File: config.mk
export PLATFORM = sky130hd
export DESIGN_NAME = pipe_hazard_ctrl
export DESIGN_NICKNAME = d
export VERILOG_FILES = /design/src/rtl/pipe_hazard_ctrl.sv
export SDC_FILE = /design/constraint.sdc
export NUM_CORES = 1
export LEC_CHECK = 0
export CORE_AREA = 2 2 90 92
export CTS_BUF_LIST = sky130_fd_sc_hd__clkbuf_4 sky130_fd_sc_hd__clkbuf_8
export CTS_CLUSTER_DIAMETER = 40
export DETAILED_ROUTE_END_ITERATION = 6
export DIE_AREA = 0 0 92 94
export DONT_BUFFER_PORTS = 1
export PLACE_DENSITY_LB_ADDON = 0.1
export SETUP_SLACK_MARGIN = 0.05
export SYNTH_ARGS = -nofsm -noshare
export SYNTH_HDL_FRONTEND = slang
export SYNTH_SLANG_ARGS = --single-unit
export TNS_END_PERCENT = 50
File: constraint.sdc
create_clock -name CLK -period 4.2 [get_ports CLK]
set_clock_uncertainty 0.1 [all_clocks]
set_input_delay 0.63 -clock CLK [delete_from_list [all_inputs] [get_ports CLK]]
set_output_delay 0.63 -clock CLK [all_outputs]
set_load 0.05 [all_outputs]
File: src/rtl/pipe_hazard_ctrl.sv
// rtl/pipe_hazard_ctrl.sv - Otter 5-stage pipeline hazard, forwarding and stall/flush controller
module pipe_hazard_ctrl #(
    parameter int CNT_W = 16
) (
    input  logic             CLK,
    input  logic             RST_N,
    input  logic             DE_VALID,
    input  logic [4:0]       DE_RS1,
    input  logic [4:0]       DE_RS2,
    input  logic             DE_USES_RS1,
    input  logic             DE_USES_RS2,
    input  logic [4:0]       DE_RD,
    input  logic             DE_REG_WRITE,
    input  logic             DE_MEM_READ,
    input  logic             EX_BRANCH_TAKEN,
    input  logic             MEM_BUSY,
    output logic             PC_STALL,
    output logic             IF_DE_STALL,
    output logic             IF_DE_FLUSH,
    output logic             DE_EX_BUBBLE,
    output logic             EX_MEM_HOLD,
    output logic [1:0]       FWD_A_SEL,
    output logic [1:0]       FWD_B_SEL,
    output logic [1:0]       STATE,
    output logic [CNT_W-1:0] STALL_COUNT,
    output logic [CNT_W-1:0] FLUSH_COUNT
);

    typedef enum logic [1:0] {
        S_RUN        = 2'b00,
        S_LOAD_STALL = 2'b01,
        S_FREEZE     = 2'b10
    } state_t;

    typedef struct packed {
        logic       valid;
        logic [4:0] rd;
        logic       reg_write;
        logic       mem_read;
    } sb_entry_t;

    state_t            state_q, state_d;
    sb_entry_t         ex_q, ex_d, mem_q, mem_d, wb_q, wb_d;
    logic [CNT_W-1:0]  stall_cnt_q, stall_cnt_d;
    logic [CNT_W-1:0]  flush_cnt_q, flush_cnt_d;

    logic freeze, flush, load_use, pc_stall, quiet;
    sb_entry_t de_entry;

    // x0 is hard-wired zero, so a writer of x0 never produces a dependency
    function automatic logic sb_hit(input sb_entry_t e, input logic [4:0] src);
        return e.valid && e.reg_write && (e.rd != 5'd0) && (e.rd == src);
    endfunction

    // Youngest producer wins; a load in EX has no data yet and is covered by load_use
    function automatic logic [1:0] fwd_sel(input logic uses, input logic [4:0] src,
                                           input sb_entry_t ex, input sb_entry_t mem,
                                           input sb_entry_t wb);
        if (!uses)                                 return 2'b00;
        else if (sb_hit(ex, src) && !ex.mem_read)  return 2'b01;
        else if (sb_hit(mem, src))                 return 2'b10;
        else if (sb_hit(wb, src))                  return 2'b11;
        else                                       return 2'b00;
    endfunction

    always_comb begin
        freeze   = MEM_BUSY;
        flush    = EX_BRANCH_TAKEN & ~freeze;
        load_use = DE_VALID & ex_q.mem_read & ~freeze & ~flush &
                   ((DE_USES_RS1 & sb_hit(ex_q, DE_RS1)) |
                    (DE_USES_RS2 & sb_hit(ex_q, DE_RS2)));
        pc_stall = freeze | load_use;
        quiet    = freeze | flush | load_use;

        de_entry = '{valid: DE_VALID, rd: DE_RD, reg_write: DE_REG_WRITE, mem_read: DE_MEM_READ};

        PC_STALL     = RST_N & pc_stall;
        IF_DE_STALL  = RST_N & pc_stall;
        IF_DE_FLUSH  = RST_N & flush;
        DE_EX_BUBBLE = RST_N & (flush | load_use);
        EX_MEM_HOLD  = RST_N & freeze;
        FWD_A_SEL    = (RST_N && !quiet) ? fwd_sel(DE_USES_RS1, DE_RS1, ex_q, mem_q, wb_q) : 2'b00;
        FWD_B_SEL    = (RST_N && !quiet) ? fwd_sel(DE_USES_RS2, DE_RS2, ex_q, mem_q, wb_q) : 2'b00;
        STATE        = state_q;
        STALL_COUNT  = stall_cnt_q;
        FLUSH_COUNT  = flush_cnt_q;
    end

    always_comb begin
        ex_d  = ex_q;
        mem_d = mem_q;
        wb_d  = wb_q;
        if (!freeze) begin
            wb_d  = mem_q;
            mem_d = ex_q;
            ex_d  = (flush || load_use) ? '0 : de_entry;
        end

        stall_cnt_d = stall_cnt_q;
        if (pc_stall && (stall_cnt_q != {CNT_W{1'b1}}))
            stall_cnt_d = stall_cnt_q + CNT_W'(1);
        flush_cnt_d = flush_cnt_q;
        if (flush && (flush_cnt_q != {CNT_W{1'b1}}))
            flush_cnt_d = flush_cnt_q + CNT_W'(1);
    end

    always_comb begin
        state_d = state_q;
        case (state_q)
            S_RUN: begin
                if (freeze)        state_d = S_FREEZE;
                else if (load_use) state_d = S_LOAD_STALL;
            end
            S_LOAD_STALL: state_d = freeze ? S_FREEZE : S_RUN;
            S_FREEZE:     state_d = MEM_BUSY ? S_FREEZE : S_RUN;
            default:      state_d = S_RUN;
        endcase
    end

    always_ff @(posedge CLK) begin
        if (!RST_N) begin
            state_q     <= S_RUN;
            ex_q        <= '0;
            mem_q       <= '0;
            wb_q        <= '0;
            stall_cnt_q <= '0;
            flush_cnt_q <= '0;
        end else begin
            state_q     <= state_d;
            ex_q        <= ex_d;
            mem_q       <= mem_d;
            wb_q        <= wb_d;
            stall_cnt_q <= stall_cnt_d;
            flush_cnt_q <= flush_cnt_d;
        end
    end

endmodule
# After elaboration in Yosys (flattened, before gate mapping)

Cells that the tools add are included.

Register bits: 56
Input bits: 24
Output and inout bits: 43
Logic and storage cells: 84

$add $sub $neg: 2
Equal/unequal tests: 11
Multiplexer cells: 15
Bitwise gates (word level): 18
Reduce and logical (&&, ||, !) cells: 25

Operator list:

| kind                                           | number |
|---|---|
| adder 16 x 1 -> 16 bit (second input constant) | 2 |
| inequality test 16 bit (second input constant) | 2 |
| == test 5 bit                                  | 6 |
| two-way mux 2 bit                              | 13 |
| logical AND 1 bit                              | 17 |
| nonzero test 5 bit                             | 3 |
| bitwise AND 1 bit                              | 11 |
| two-way mux 8 bit                              | 1 |
| bitwise OR 1 bit                               | 5 |
| one-hot mux 2 bit (2 select lines)             | 1 |
| inequality test 3 bit (second input constant)  | 1 |
| == test 2 x 1 -> 1 bit (second input constant) | 1 |
| == test 2 bit (second input constant)          | 1 |
| logical NOT 1 bit                              | 2 |
| logical NOT 2 bit                              | 1 |
| inverter 1 bit                                 | 2 |
| OR reduction 2 bit                             | 1 |
| logical OR 1 bit                               | 1 |

# Logic depth before layout (Yosys ltp)

Gate-level depths: netlist (run 1).

Depth after elaboration: 10
Depth in mapped cells: 9
Depth with buffers taken out: 6

# Worst setup path before layout (run 1)

Ideal clock, no wire load.

Path type: input to output
Start point: in MEM_BUSY
End point: out PC_STALL
Arrival: 2.592 ns
Setup slack: 0.878 ns
Stages: 6
Buffers on the path: 2
Cell sequence: buf_6 > nand4bb_4 > nor2_1 > nand4b_4 > a31oi_1 > buf_4

Longest elaborated chain between the ends: 7
Elaborated cells on any way between the ends: 8

Ends and longest elaborated chain:

| what                            | line   | source |
|---|---|---|
| start, declared                 | 16     | `input logic MEM_BUSY,` |
| inverter 1 bit                  | 68, 69 |  |
| bitwise AND 1 bit               | 68     | `flush = EX_BRANCH_TAKEN & ~freeze;` |
| inverter 1 bit                  | 69     | `load_use = DE_VALID & ex_q.mem_read & ~freeze & ~flush &` |
| bitwise AND 1 bit (2 in series) | 69     |  |
| bitwise OR 1 bit (*)            | 72     | `pc_stall = freeze \| load_use;` |
| bitwise AND 1 bit (*)           | n/a    |  |
| end, declared                   | 17     | `output logic PC_STALL,` |

Every way passes the cells marked *; elsewhere a longest branch is shown, timed or not.

# Worst setup path in the final report (run 1)

Start point: reg ex_q[2] in the netlist's numbering
End point: out FWD_A_SEL[1]

Longest elaborated chain between the ends: 10
Elaborated cells on any way between the ends: 17

Ends and longest elaborated chain:

| what                                        | line   | source |
|---|---|---|
| start, declared                             | 43     | `sb_entry_t ex_q, ex_d, mem_q, mem_d, wb_q, wb_d;` |
| start signal, assigned                      | 123    | `ex_q <= '0;` |
| start signal, assigned                      | 130    | `ex_q <= ex_d;` |
| nonzero test 5 bit                          | 52     | `return e.valid && e.reg_write && (e.rd != 5'd0) && (e.rd == src);` |
| logical AND 1 bit (2 in series)             | 52     |  |
| bitwise AND 1 bit, on equally long branches | 70, 71 |  |
| bitwise OR 1 bit                            | 70     | `((DE_USES_RS1 & sb_hit(ex_q, DE_RS1)) \|` |
| bitwise AND 1 bit                           | 69     |  |
| bitwise OR 1 bit                            | 73     | `quiet = freeze \| flush \| load_use;` |
| logical NOT 1 bit                           | 82     | `FWD_A_SEL = (RST_N && !quiet) ? fwd_sel(DE_USES_RS1, DE_RS1, ex_q, mem_q, wb_q) : 2'b00;` |
| logical AND 1 bit                           | 82     |  |
| two-way mux 2 bit (*)                       | 82     |  |
| end, declared                               | 22     | `output logic [1:0] FWD_A_SEL,` |

Marked as above.

==> key figures, run 1 <==
Synth
  – Primary FF master, synth: dfxtp_1
  – Post-synth ARST share: 0%
  – Synth top cells by count: dfxtp_1, nor2_1, xor2_1
  – Synth warn: 0
  – EDFF count, synth: 0
  – Synth area leader: dfxtp_1
  – Synth Cell Area: 3000 µm²
  – Synthesized instance count: 324
  – Adder-cell area share of the yosys netlist: 1.67%
  – Post-synthesis mux area share: 5.66%
  – Complex-gate fraction of the synthesized area: 11.8%
  – Post-Synth Simple-Gate Area: 26.5%
  – Seq/Total Area, Yosys: 37.3%
  – Syn Area/Cell: 9.27 µm²
  – FF+latch count, synth: 56
  – Post-Synth XOR/XNOR Area: 13.4%
  – Top post-synthesis cells by area: dfxtp_1, xor2_1, mux2i_1, nor2_1, xnor2_1
  – Yosys cell types: 49
  – Area fraction of the dominant cell type after synthesis: 37.3%
  – Largest family of logic cells by synthesized area: simple AND/OR/NAND/NOR gates
  – Most frequent cell after synthesis: dfxtp_1
  – Synthesized net count: 352

Clock tree
  – Worst-Skew Late Latency: 0.31 ns
  – Cts hold-fix bufs: 0
  – Clock transition at path regs: 0.11 ns
  – Post_cts resized: 0
  – Maximum clock path buffer count: 2
  – Post-CTS Setup Inserts: 0
  – TritonCTS Buffers: 5
  – CTS tree: done
  – Sink Count: 56
  – H-tree levels: 2
  – CTS root buffer: clkbuf_8

Timing
  – Final min period: 3.30 ns
  – Final period util: 78.6%
  – Setup TNS Final: 0 ns
  – Measured slew at the worst slew-check pin: 0.877 ns
  – Relative slew margins: 41.3%
  – # setup viols final: 0
  – Slew Limit Fails: 0
  – Smallest hold slack: 0.326 ns
  – Endpoints failing hold: 0
  – RSZ-0062 raised after global routing: no
  – Max Freq: 0.303 GHz

Floorplanning
  – Rows: 32
  – Die Span Y: 94 µm
  – I/O Pins: 67
  – Core area: 7610 µm²
  – Die area: 8650 µm²
  – Chip width: 92 µm
  – Initial Utilization: 39.5%

Cells and area
  – Layout cells sized above 1: 8.64%
  – Fin area: 3190 µm²
  – Synthesis-to-layout area growth: 6.16%
  – Diode count: 0
  – Reg area: 1120 µm²
  – Post-Layout Cell Count: 426
  – Fill count: 766
  – Multi-input logic area: 1780 µm²
  – Nets: 351

Detailed routing
  – Met1 Wirelength: 3580 µm
  – Router iterations before antenna repair: 4
  – Vias per cell: 5.53
  – Drt drc: 0
  – Final WL: 7470 µm
  – WL met3: 354 µm
  – Vias: 2356
  – Routed Antenna Nets: 0
  – Top Layer Used: met4
  – Wire per inst: 17.5 µm
  – Met2 Wirelength: 3450 µm
  – Starting DRT DRC Count: 89

Setup path
  – Critical path required time: 3.47 ns
  – CP Launch Point: ex_q[2]
  – CP peak stage delay: 0.57 ns
  – Crit-path max FO: 12
  – Reg-to-Reg Start: STALL_COUNT[1]
  – CP Capture Type: output port
  – Cell family contributing the most delay on the critical path: simple AND/OR/NAND/NOR gates
  – Critical path type: register to output port
  – Setup crit start kind: register
  – Crit path DAT: 2.57 ns
  – Bufs and invs on worst path: 1
  – CP max-delay cell: or4_4
  – Worst-path cell chain: or4_4, nor2_4, nand4bb_4, nand2_1, nor4_4, buf_4, and3_1

Global route
  – Vias in the first global route: 2409
  – Initial antenna violation count: 0
  – Global-route wire length before repair: 12400 µm
  – Total GRT Usage: 17.8%
  – Largest net degree at the start of global routing: 47
  – Grt ovf: 0

Place
  – IO Port Bufs: 0
  – Placed cell areas: 3100 µm²
  – HPWL Detailed: 5390 µm
  – GP Congestion: 0.869
  – Inst Count DP: 418

Pwr
  – Cell Pwr Density: 304 nW/µm²
  – Worst IR Drop VDD: 144 µV
  – Leak pwr: 1.24 nW
  – Total Power: 0.000969 W

Min path
  – Hold Crit Start: RST_N
  – Min-Delay Path Class: input port to register

Run status
  – Status: complete, no violations

Flow run
  – Number of max-cap violations: 0
## cells in the final DEF (no fill, tap or decap), drive strengths merged
| cell type | Yosys | routed |
|---|---|---|
| a211oi | 1 | 1 |
| nand2b | 1 | 1 |
| xnor2 | 15 | 15 |
| o211a | 2 | 2 |
| a31oi | 5 | 5 |
| ha | 4 | 4 |
| dfxtp | 56 | 56 |
| a21oi | 12 | 12 |
| o311a | 2 | 2 |
| inv | 5 | 5 |
| o31a | 2 | 2 |
| nand3 | 12 | 12 |
| nand4 | 18 | 18 |
| buf | 8 | 6 |
| clkbuf | 6 | 6 |
| nor4 | 8 | 8 |
| o31ai | 3 | 3 |
| a22o | 8 | 8 |
| o2111a | 1 | 1 |
| xor2 | 31 | 31 |
| or4 | 6 | 6 |
| and2 | 4 | 4 |
| o21ai | 7 | 7 |
| and3 | 7 | 7 |
| o21a | 2 | 2 |
| clkinv | 1 | 3 |
| nor3 | 5 | 5 |
| mux2i | 17 | 17 |
| nand2 | 15 | 15 |
| nand4bb | 2 | 2 |
| o211ai | 2 | 2 |
| a31o | 1 | 1 |
| nor4b | 1 | 1 |
| o221a | 1 | 1 |
| nand4b | 1 | 1 |
| or3 | 9 | 9 |
| and4 | 3 | 3 |
| nor2 | 40 | 40 |
## flip-flops by register name (all words and copies together), names as in the netlist
register     count
FLUSH_COUNT     16
STALL_COUNT     16
wb_q             7
STATE            2
ex_q             8
mem_q            7
## worst register-to-register path: stages, from the launching register on
cell and delay (ns):
dfxtp_1 0.77, ha_1 0.37, nand4_1 0.16, nor4b_1 0.53
a31o_4 0.35, mux2i_1 0.23, nor2_1 0.05
## logic make-up (layout without fill, tap and decap cells)
family | after synthesis | count (layout)
xor+xnor | 46 | 46
flops | 56 | 56
compound gates | 49 | 49
buf+inv | 20 | 20
mux | 17 | 17
simple gates | 132 | 132
fa+ha+maj | 4 | 4
## layer usage
layer / track usage, % / vias up
met5: 0 / -
met4: 5.85 / 0
met3: 4.33 / 8
met2: 28.9 / 43
met1: 23.3 / 1132
li1: - / 1173
## metrics by stage
step	setup WS (ns)	util [%]
5_1_grt	0.737	41.9
4_1_cts	0.888	41.9
3_3_place_gp	1.29	40.7
2_1_floorplan	0.878	-
6_report	0.899	41.9
3_5_place_dp	1.25	40.7
## power breakdown
group / internal (W) / leakage [nW] / total (W) / switching (W)
Sequential: 0.000540 / 0.453 / 0.000564 / 0.0000239
Combinational: 0.0000388 / 0.740 / 0.0000932 / 0.0000544
Clock: 0.000132 / 0.0510 / 0.000312 / 0.000180
## layout make-up
class,count,area share (%)
clock buffer,6,2.59
clock inverter,2,0.314
inverter,6,0.706
multi-input combinational,248,55.8
sequential,56,35.2
tap,102,4.00
timing repair buffer,6,1.41
## worst paths after layout
path / end / cells after the start / slack [ns]
hold reg to reg: wb_q[1] / 2 / 0.42
hold / removal: STALL_COUNT[11] / 1 / 0.33
setup / recovery: FWD_A_SEL[1] / 7 / 0.90
setup reg to reg: STALL_COUNT[1] / 6 / 1.52
Note: power is estimated with default switching activity, not from simulation.
==> run 2, diff against run 1 <==
Clock period 4.2 ns to 2.7 ns, I/O delays scaled along.
==> key figures, run 2 (same netlist as run 1, synthesis figures left out) <==
Min path
  – Worst hold endpoint: STALL_COUNT[7]
  – Hold Crit Start: RST_N
  – Min-Delay Path Class: input port to register
  – Hold Path Depth: 1 (unchanged)

Detailed routing
  – Vias: 2559 (+8.6%)
  – Drt drc: 0 (unchanged)
  – Router iterations before antenna repair: 4 (unchanged)
  – Vias per cell: 5.44 (-1.6%)
  – Starting DRT DRC Count: 87 (-2.2%)
  – Final WL: 7650 µm (+2.5%)
  – Wire per inst: 16.3 µm (-7.1%)
  – Routed Antenna Nets: 0 (unchanged)

Setup path
  – Worst-path cell chain: or4_4, nor2_4, nand4bb_4, nand2_4, nor4_4, and3_4, buf_12
  – Bufs and invs on worst path: 1 (unchanged)
  – Cell family contributing the most delay on the critical path: simple AND/OR/NAND/NOR gates
  – CP peak stage delay: 0.54 ns (-0.03 ns)
  – Critical path required time: 2.19 ns (-1.28 ns)
  – CP max-delay cell: or4_4
  – R2r setup slk: 0.26 ns (-1.26 ns)
  – Crit path DAT: 2.22 ns (-0.35 ns)
  – CP Capture Type: output port
  – Reg-to-Reg Start: ex_q[2]
  – R2R depth: 9 (+3)
  – Crit-path max FO: 5 (-7)
  – Setup crit start kind: register
  – Critical path type: register to output port
  – FF-to-FF End: STALL_COUNT[9]

Clock tree
  – H-tree levels: 2 (unchanged)
  – CTS tree: done
  – Maximum clock path buffer count: 2 (unchanged)
  – TritonCTS Buffers: 5 (unchanged)
  – Worst-Skew Late Latency: 0.31 ns (about the same)
  – CTS root buffer: clkbuf_8
  – Clock transition at path regs: 0.10 ns (about the same)
  – Sink Count: 56 (unchanged)

Timing
  – RSZ-0062 raised after global routing: yes
  – Smallest hold slack: 0.106 ns (-0.221 ns)
  – Slack of the critical path: -0.0278 ns (-0.927 ns)
  – Max Freq: 0.367 GHz
  – Endpoints failing hold: 0 (unchanged)
  – Relative slew margins: 54.7% (+13 points)
  – Final min period: 2.73 ns
  – # setup viols final: 4 (+4)
  – Slew Limit Fails: 0 (unchanged)
  – Measured slew at the worst slew-check pin: 0.676 ns (-0.201 ns)
  – Final period util: 101%

Cells and area
  – Multi-input logic area: 1810 µm² (+1.9%)
  – Nets: 395 (+13%)
  – Synthesis-to-layout area growth: 20.9%
  – Layout cells sized above 1: 22.0% (+13 points)
  – Reg area: 1130 µm² (+0.56%)
  – Post-Layout Cell Count: 470 (+10%)
  – Fill count: 748 (-2.3%)
  – Diode count: 0 (unchanged)
  – Commonest cells after routing, fill and taps aside: dfxtp_1, buf_4, nor2_1
  – Fin area: 3630 µm² (+14%)
  – Finished Core Util: 47.7% (+5.8 points)
  – Commonest non-fill, non-tap cell in the layout: dfxtp_1

Flow run
  – Number of max-cap violations: 0 (unchanged)

Pwr
  – Logic pwr share: 11.2% (+1.6 points)
  – Seq pwr share: 53.6% (-4.6 points)
  – Worst IR Drop VDD: 242 µV (+68%)
  – Total Power: 0.00160 W (+65%)
  – Sw Share: 25.2% (-1.5 points)
  – Clock share of power: 35.2% (+3.0 points)
  – Psw: 0.000403 W (+56%)
  – Cell Pwr Density: 441 nW/µm² (+45%)
  – Leak pwr: 1.50 nW (+21%)
  – Pint: 0.00120 W (+69%)

Run status
  – Violated checks: negative setup slack
  – Status: finished, violations left

Floorplanning
  – I/O Pins: 67 (unchanged)
  – Die Span Y: 94 µm (unchanged)
  – Rows: 32 (unchanged)
  – Chip width: 92 µm (unchanged)
  – Die area: 8650 µm² (unchanged)
  – Initial Utilization: 39.5% (unchanged)
  – Core area: 7610 µm² (unchanged)

Place
  – HPWL Detailed: 5600 µm (+3.9%)
  – IO Port Bufs: 0 (unchanged)
  – Placed cell areas: 3430 µm² (+11%)
  – Inst Count DP: 456 (+9.1%)
  – GP Congestion: 0.910 (+4.8%)

Global route
  – Global-route wire length before repair: 12700 µm (+2.4%)
  – Grt ovf: 0 (unchanged)
  – Largest net degree at the start of global routing: 33 (-30%)
  – Total GRT Usage: 18.3% (+0.47 points)
  – Initial antenna violation count: 0 (unchanged)
  – Vias in the first global route: 2515 (+4.4%)
==> run 2: cell types whose count changed in the layout (fill, tap and decap cells not counted), sizes merged <==
cell    change
buf        +44
bufinv      +1
clkinv      -1
==> run 2: worst max path at each step <==
stage / start / endpoint / slack (ns) / depth (start not counted)
detailed placement: ex_q[3] / FWD_B_SEL[1] / 0.15 / 7
finish: ex_q[2] / FWD_B_SEL[1] / -0.03 / 7
CTS: ex_q[2] / FWD_A_SEL[1] / -0.19 / 7
floorplan: ex_q[2] / FWD_A_SEL[1] / 0.07 / 7
global placement: ex_q[3] / FWD_A_SEL[1] / 0.21 / 7
global route: ex_q[2] / FWD_B_SEL[1] / -0.10 / 7
==> run 2: power by group through the flow <==
stage | combinational [W] | sequential [W] | clock, W
CTS | 0.000179 | 0.000858 | 0.000585
global placement | 0.000171 | 0.000878 | 0
floorplan | 0.000127 | 0.000897 | 0
global route | 0.000196 | 0.000860 | 0.000612
detailed placement | 0.000173 | 0.000878 | 0
finish | 0.000180 | 0.000858 | 0.000563
==> run 2: layout make-up <==
type                       instances  share of cell area (%)
multi-input combinational        248                    49.9
inverter                           6                   0.620
tap                              102                    3.51
clock buffer                       6                    2.10
sequential                        56                    31.0
clock inverter                     2                   0.965
timing repair buffer              50                    11.8
==> run 2: timing repair <==
action / CTS / global route
endpoints found under the setup margin: 4 / 7
hold buffers: 0 / 0
setup buffers: 6 / 0
resized for setup: 8 / 4
pin swaps: 5 / 6
==> run 2: metrics by stage <==
| stage | TNS, ns | setup WS (ns) |
|---|---|---|
| global route | -0.383 | -0.103 |
| finish | -0.0961 | -0.0278 |
| detailed placement | 0 | 0.153 |
| floorplan | 0 | 0.0729 |
| global placement | 0 | 0.205 |
| CTS | -0.740 | -0.188 |
==> run 2: layer usage <==
metal  GRT usage, %  routed length (µm)
met3           3.69                 369
met1           24.4                3580
met2           29.9                3620
met4           5.47                  86
met5              0                   0
==> run 2: worst reg2reg max path, cell delays in order, from the launching register on <==
cell and delay, ns:
dfxtp_2 0.34, buf_4 0.12, buf_4 0.15, xnor2_2 0.18, nand2_1 0.08, nand4bb_4 0.25
buf_4 0.18, a31o_4 0.33, or4_1 0.50, a21oi_1 0.14
